`config.mk`:
```
export PLATFORM = sky130hd
export DESIGN_NAME = keypad_scanner
export DESIGN_NICKNAME = d
export VERILOG_FILES = /design/src/rtl/lock_pkg.sv /design/src/rtl/keypad_scanner_sync_2ff.sv /design/src/rtl/keypad_scanner.sv
export SDC_FILE = /design/constraint.sdc
export NUM_CORES = 1
export LEC_CHECK = 0
export BUFFER_PORTS_ARGS = -buffer_cell sky130_fd_sc_hd__buf_2
export CELL_PAD_IN_SITES_DETAIL_PLACEMENT = 1
export CELL_PAD_IN_SITES_GLOBAL_PLACEMENT = 1
export CORE_MARGIN = 5
export CORE_UTILIZATION = 45
export DETAILED_ROUTE_END_ITERATION = 7
export GPL_ROUTABILITY_DRIVEN = 0
export PLACE_DENSITY = 0.81
export RECOVER_POWER = 50
export SLEW_MARGIN = 20
export SYNTH_ARGS = -nofsm -noshare
export SYNTH_HDL_FRONTEND = slang
export SYNTH_HIERARCHICAL = 1
export SYNTH_SLANG_ARGS = --single-unit
```
`constraint.sdc`:
```
create_clock -name clk -period 2.57 [get_ports clk]
set_input_delay 0.3855 -clock clk [delete_from_list [all_inputs] [get_ports clk]]
set_output_delay 0.3855 -clock clk [all_outputs]
set_load 0.01 [all_outputs]
```
`src/rtl/lock_pkg.sv`:
```
// Shared types and constants for the keypad scanner and its consumers.
package lock_pkg;

   // Scanner FSM states.
   typedef enum logic [1:0] {
      SCAN     = 2'd0,
      DEBOUNCE = 2'd1,
      HELD     = 2'd2,
      RELEASE  = 2'd3
   } scan_state_e;

   // Row drive patterns (active-low): first scanned row and all rows off.
   localparam logic [3:0] ROW_INIT = 4'b1110;
   localparam logic [3:0] ROW_IDLE = 4'b1111;

   // Field positions inside the conv8 key code.
   localparam int COL_LSB = 4;
   localparam int ROW_LSB = 0;

   // True when exactly one column is asserted.
   function automatic logic one_hot3(input logic [2:0] v);
      return (v == 3'b001) || (v == 3'b010) || (v == 3'b100);
   endfunction

   // The decoder expects col1 in the most significant column bit.
   function automatic logic [2:0] reverse3(input logic [2:0] v);
      return {v[0], v[1], v[2]};
   endfunction

   // Advance the one-cold row drive: row1 -> row2 -> row3 -> row4 -> row1.
   function automatic logic [3:0] rotate_row(input logic [3:0] r);
      return {r[2:0], r[3]};
   endfunction

   // Assemble the conv8 code from an active-high column and row.
   function automatic logic [7:0] make_code(input logic [2:0] col, input logic [3:0] row);
      logic [7:0] code;
      code                  = 8'h00;
      code[COL_LSB +: 3]    = reverse3(col);
      code[ROW_LSB +: 4]    = row;
      return code;
   endfunction

endpackage

```
`src/rtl/keypad_scanner_sync_2ff.sv`:
```
// Two-flop synchroniser for asynchronous inputs; resets to all-ones so that
// idle (pulled-up) lines read as inactive straight out of reset.
module sync_2ff #(
   parameter int WIDTH = 1
) (
   input  logic             clk,
   input  logic             rst_n,
   input  logic [WIDTH-1:0] d_i,
   output logic [WIDTH-1:0] q_o
);

   logic [WIDTH-1:0] meta_q;
   logic [WIDTH-1:0] sync_q;

   // Two-stage capture of the asynchronous input.
   always_ff @(posedge clk or negedge rst_n) begin
      if (!rst_n) begin
         meta_q <= '1;
         sync_q <= '1;
      end else begin
         meta_q <= d_i;
         sync_q <= meta_q;
      end
   end

   assign q_o = sync_q;

endmodule

```
`src/rtl/keypad_scanner.sv`:
```
// 4x3 keypad scanner: drives rows one-cold, synchronises the columns and
// debounces both press and release, reporting one conv8 code per press.
//
//   state    | meaning
//   ---------+-------------------------------------------------------------
//   SCAN     | dwell on the driven row, then look for a single active column
//   DEBOUNCE | candidate key latched; must stay identical for DEBOUNCE_CYC
//   HELD     | key reported; wait for every column to go quiet
//   RELEASE  | columns quiet; must stay quiet for DEBOUNCE_CYC
module keypad_scanner
   import lock_pkg::*;
#(
   parameter int SCAN_DIV     = 1000,
   parameter int DEBOUNCE_CYC = 20000,
   parameter int CNT_W        = 16
) (
   input  logic       clk,
   input  logic       rst_n,
   input  logic       scan_en,
   input  logic [2:0] col_n,
   output logic [3:0] row_n,
   output logic [7:0] conv8,
   output logic       key_valid,
   output logic       key_busy
);

   localparam logic [CNT_W-1:0] SCAN_LAST = CNT_W'(SCAN_DIV - 1);
   localparam logic [CNT_W-1:0] DEB_LAST  = CNT_W'(DEBOUNCE_CYC - 1);

   scan_state_e      state_q, state_d;
   logic [CNT_W-1:0] cnt_q, cnt_d;
   logic [3:0]       row_q, row_d;
   logic [3:0]       row_lat_q, row_lat_d;
   logic [2:0]       col_lat_q, col_lat_d;
   logic [7:0]       conv8_q, conv8_d;
   logic             valid_q, valid_d;
   logic             busy_q, busy_d;

   logic [2:0]       col_sync;
   logic [2:0]       col_s;

   sync_2ff #(.WIDTH(3)) u_col_sync (
      .clk   (clk),
      .rst_n (rst_n),
      .d_i   (col_n),
      .q_o   (col_sync)
   );

   // Columns are pulled up, so a pressed key reads high after inversion.
   assign col_s = ~col_sync;

   // State, counter, row drive and reported key registers.
   always_ff @(posedge clk or negedge rst_n) begin
      if (!rst_n) begin
         state_q   <= SCAN;
         cnt_q     <= '0;
         row_q     <= ROW_INIT;
         row_lat_q <= 4'b0000;
         col_lat_q <= 3'b000;
         conv8_q   <= 8'h00;
         valid_q   <= 1'b0;
         busy_q    <= 1'b0;
      end else begin
         state_q   <= state_d;
         cnt_q     <= cnt_d;
         row_q     <= row_d;
         row_lat_q <= row_lat_d;
         col_lat_q <= col_lat_d;
         conv8_q   <= conv8_d;
         valid_q   <= valid_d;
         busy_q    <= busy_d;
      end
   end

   // Next-state, counter and output decisions.
   always_comb begin
      state_d   = state_q;
      cnt_d     = cnt_q;
      row_d     = row_q;
      row_lat_d = row_lat_q;
      col_lat_d = col_lat_q;
      conv8_d   = conv8_q;
      valid_d   = 1'b0;
      busy_d    = busy_q;

      if (!scan_en) begin
         // Disable wins over everything, including an acceptance this cycle.
         state_d = SCAN;
         cnt_d   = '0;
         row_d   = ROW_IDLE;
         busy_d  = 1'b0;
      end else begin
         unique case (state_q)
            SCAN: begin
               if (row_q == ROW_IDLE) begin
                  // First enabled cycle after a disable: restart on row1.
                  row_d = ROW_INIT;
                  cnt_d = '0;
               end else if (cnt_q == SCAN_LAST) begin
                  cnt_d = '0;
                  if (one_hot3(col_s)) begin
                     row_lat_d = ~row_q;
                     col_lat_d = col_s;
                     state_d   = DEBOUNCE;
                  end else begin
                     // Nothing or ghosting/multi-key: keep looking.
                     row_d = rotate_row(row_q);
                  end
               end else begin
                  cnt_d = cnt_q + 1'b1;
               end
            end

            DEBOUNCE: begin
               if (col_s != col_lat_q) begin
                  state_d = SCAN;
                  row_d   = rotate_row(row_q);
                  cnt_d   = '0;
               end else if (cnt_q == DEB_LAST) begin
                  conv8_d = make_code(col_lat_q, row_lat_q);
                  valid_d = 1'b1;
                  busy_d  = 1'b1;
                  state_d = HELD;
                  cnt_d   = '0;
               end else begin
                  cnt_d = cnt_q + 1'b1;
               end
            end

            HELD: begin
               // Extra keys while held are ignored; only full release counts.
               cnt_d = '0;
               if (col_s == 3'b000) begin
                  state_d = RELEASE;
               end
            end

            RELEASE: begin
               if (col_s != 3'b000) begin
                  cnt_d = '0;
               end else if (cnt_q == DEB_LAST) begin
                  busy_d  = 1'b0;
                  row_d   = rotate_row(row_q);
                  cnt_d   = '0;
                  state_d = SCAN;
               end else begin
                  cnt_d = cnt_q + 1'b1;
               end
            end

            default: begin
               state_d = SCAN;
               cnt_d   = '0;
               row_d   = ROW_INIT;
            end
         endcase
      end
   end

   assign row_n     = row_q;
   assign conv8     = conv8_q;
   assign key_valid = valid_q;
   assign key_busy  = busy_q;

endmodule

```
==> qor.yml <==
sta:
  rsz0062_at_grt: "false"
  tns_ns: 0
  hold_ws_ns: 0.179
  final-hold-violation-count: 0
  slew_headroom_pct: 29.3
  skew_ns: 0.00412
  slew_violations: 0
  fmax_mhz: 413
  layout_min_cycle_time_ns: 2.42
  setup_viol: 0
  worstMarginPinSlew_ns: 1.06
  finalCritPeriodShare_pct: 94.1
yosys:
  synth_area_per_cell_um2: 10.6
  synth_cell_types: 45
  yosys-top-cells-count: "35 x dfrtp_1, 20 x nor2_1, 15 x nand3_1"
  yosys-top-cells-area: "dfrtp_1 41%, dfstp_2 11%, xor2_1 5.7%"
  ys_seq_area_share_pct: 52.0
  ys_ff_latch: 44
  synth_edf_count: 0
  async_flop_share_pct: 100
  synth_area_um2: 2140
  yosys.area.top_type: "dfrtp_1"
  yosysWarnings: 6
  synthCells: 202
  synth.most_common_cell: "dfrtp_1"
  synth.top_cell.area_share_pct: 41.0
  syn-num-nets: 209
  synth_ff_type: "dfrtp_1"
finish:
  diodes: 0
  drive_gt1_share_pct: 24.2
  area_growth_pct: 12.9
  fillers: 517
  final_area_um2: 2410
  final_nets: 225
run_status:
  status: "complete, no violations"
clocking:
  cts.htree.levels: 2
  numCtsBuffers: 5
  clock_sinks: 44
  cts_root_buffer: "clkbuf_8"
  clockBufferDepth: 2
  cts.clk_slew.worst_paths_ns: 0.08
  cts_tree: "built"
  cts_hold_buffers: 0
  clk_latency_ns: 0.29
global_route:
  first_global_vias: 1626
  grt_max_degree: 45
  grt_usage_pct: 15.8
  antenna_found_initial: 0
  grt_pass1_wl_um: 7710
  overflow: 0
hold_path:
  hold_path.class: "input pin to flip-flop"
  min_delay_path_depth: 1
power:
  total_power_mw: 1.77
  powerDensity_nw_per_um2: 734
  p_leak_nw: 1.05
  vdd_ir_drop_max_uv: 294
critical_path:
  cp.required_ns: 2.72
  worstSetupPathType: "flip-flop to flip-flop"
  end_kind: "flip-flop"
  rr_worst_depth: 6
  critPathArrivalTime_ns: 2.57
  worstPathMaxFanout: 5
  start_kind: "flip-flop"
job:
  drv_cap: 0
drt:
  wl_per_cell_um: 16.1
  drt_iter0_drc: 56
  drcViolationCount: 0
  dr_total_vias: 1542
  ant_nets: 0
  dr.pass1.iters: 4
  wirelength_um: 4400
  vias_per_cell: 5.65
floorplan:
  die_area_um2: 6230
  die_w_um: 78.9
  die_h_um: 78.9
  placementRows: 25
  ioPinCount: 20
  initial_core_util_pct: 45.9
  core_um2: 4660
place:
  dpl-instance-area_um2: 2280
  port_buffers: 18
  hpwl_um: 3170
cell families after synthesis:
kind of cell / synth area share [%]
AOI/OAI and AO/OA: 11.5
and+or+nand+nor: 20.7
xor gates and xnor gates: 7.38
buffers and inverters: 2.99
DFF: 52.0
adders and majority gates: 0.585
other: 0.175
muxes: 4.63
cell type report:
class	instances	area (um2)	area share (%)
well taps	54	67.6	2.80
flip-flops and latches	44	1110	46.1
repair buffers	21	125	5.19
clock buffers	6	72.6	3.01
multi-input cells	143	963	39.9
inverters	3	11.3	0.467
clock inverters	2	60.1	2.49
flip-flops by register name, indices dropped and copies added, names as in the netlist:
| name | count |
|---|---|
| row_lat_q | 4 |
| cnt_q | 16 |
| u_col_sync/meta_q | 3 |
| col_lat_q | 3 |
| state_q | 2 |
| key_busy | 1 |
| row_n | 4 |
| u_col_sync/q_o | 3 |
| conv8 | 7 |
| key_valid | 1 |
metrics by stage:
stage / utilization [%] / setup slack, ns / instances
after floorplan: - / 0.247 / 202
after global placement: 48.9 / 0.183 / 265
after detailed placement: 48.9 / 0.128 / 265
after CTS: 51.7 / 0.123 / 273
after global routing: 51.8 / 0.00641 / 273
final: 51.8 / 0.151 / 273
power breakdown:
group | switching, mW | internal, mW
Combinational | 0.189 | 0.161
Clock | 0.230 | 0.388
Sequential | 0.0552 | 0.747
Total | 0.473 | 1.30
critical path, cell delays in order (launching register included):
cell and delay (ns):
dfrtp_1 0.41, ha_2 0.24, or4bb_1 0.51, or4_4 0.53, a211oi_4 0.32, mux2i_1 0.21, a31oi_1 0.05
final timing paths:
| path | end | start | slack, ns |
|---|---|---|---|
| max in group asynchronous | cnt_q[15] | rst_n | 1.66 |
| min | u_col_sync/meta_q[1] | col_n[1] | 0.18 |
| max | row_n[0] | cnt_q[0] | 0.15 |
| min in group asynchronous | conv8[5] | rst_n | 0.27 |
| min reg2reg | u_col_sync/q_o[2] | u_col_sync/meta_q[2] | 0.36 |
| max reg2reg | row_n[0] | cnt_q[0] | 0.15 |
metal layers:
layer / track usage, % / vias to the layer above / wire (um)
met5: 0 / - / 0
met4: 4.30 / 0 / 63
met3: 3.97 / 9 / 193
met2: 27.8 / 29 / 2190
met1: 19.1 / 748 / 1960
li1: - / 756 / -
cell usage in the layout, fill, tap and decap left out, types with 5 or more instances in the layout:
master,instances
and3_1,6
mux2_2,7
o21ai_1,5
nand2_1,14
dfrtp_1,35
nand4_1,8
dfstp_2,9
xor2_1,14
clkbuf_8,5
buf_2,17
nor2_1,20
nand3_1,15
what timing repair did:
| action | 4_1_cts | 5_1_grt |
|---|---|---|
| setup endpoints to repair | 0 | 1 |
| gates resized for setup | 0 | 1 |
| buffers inserted | 0 | 0 |
No activity file was read; power rests on OpenSTA's default activity.
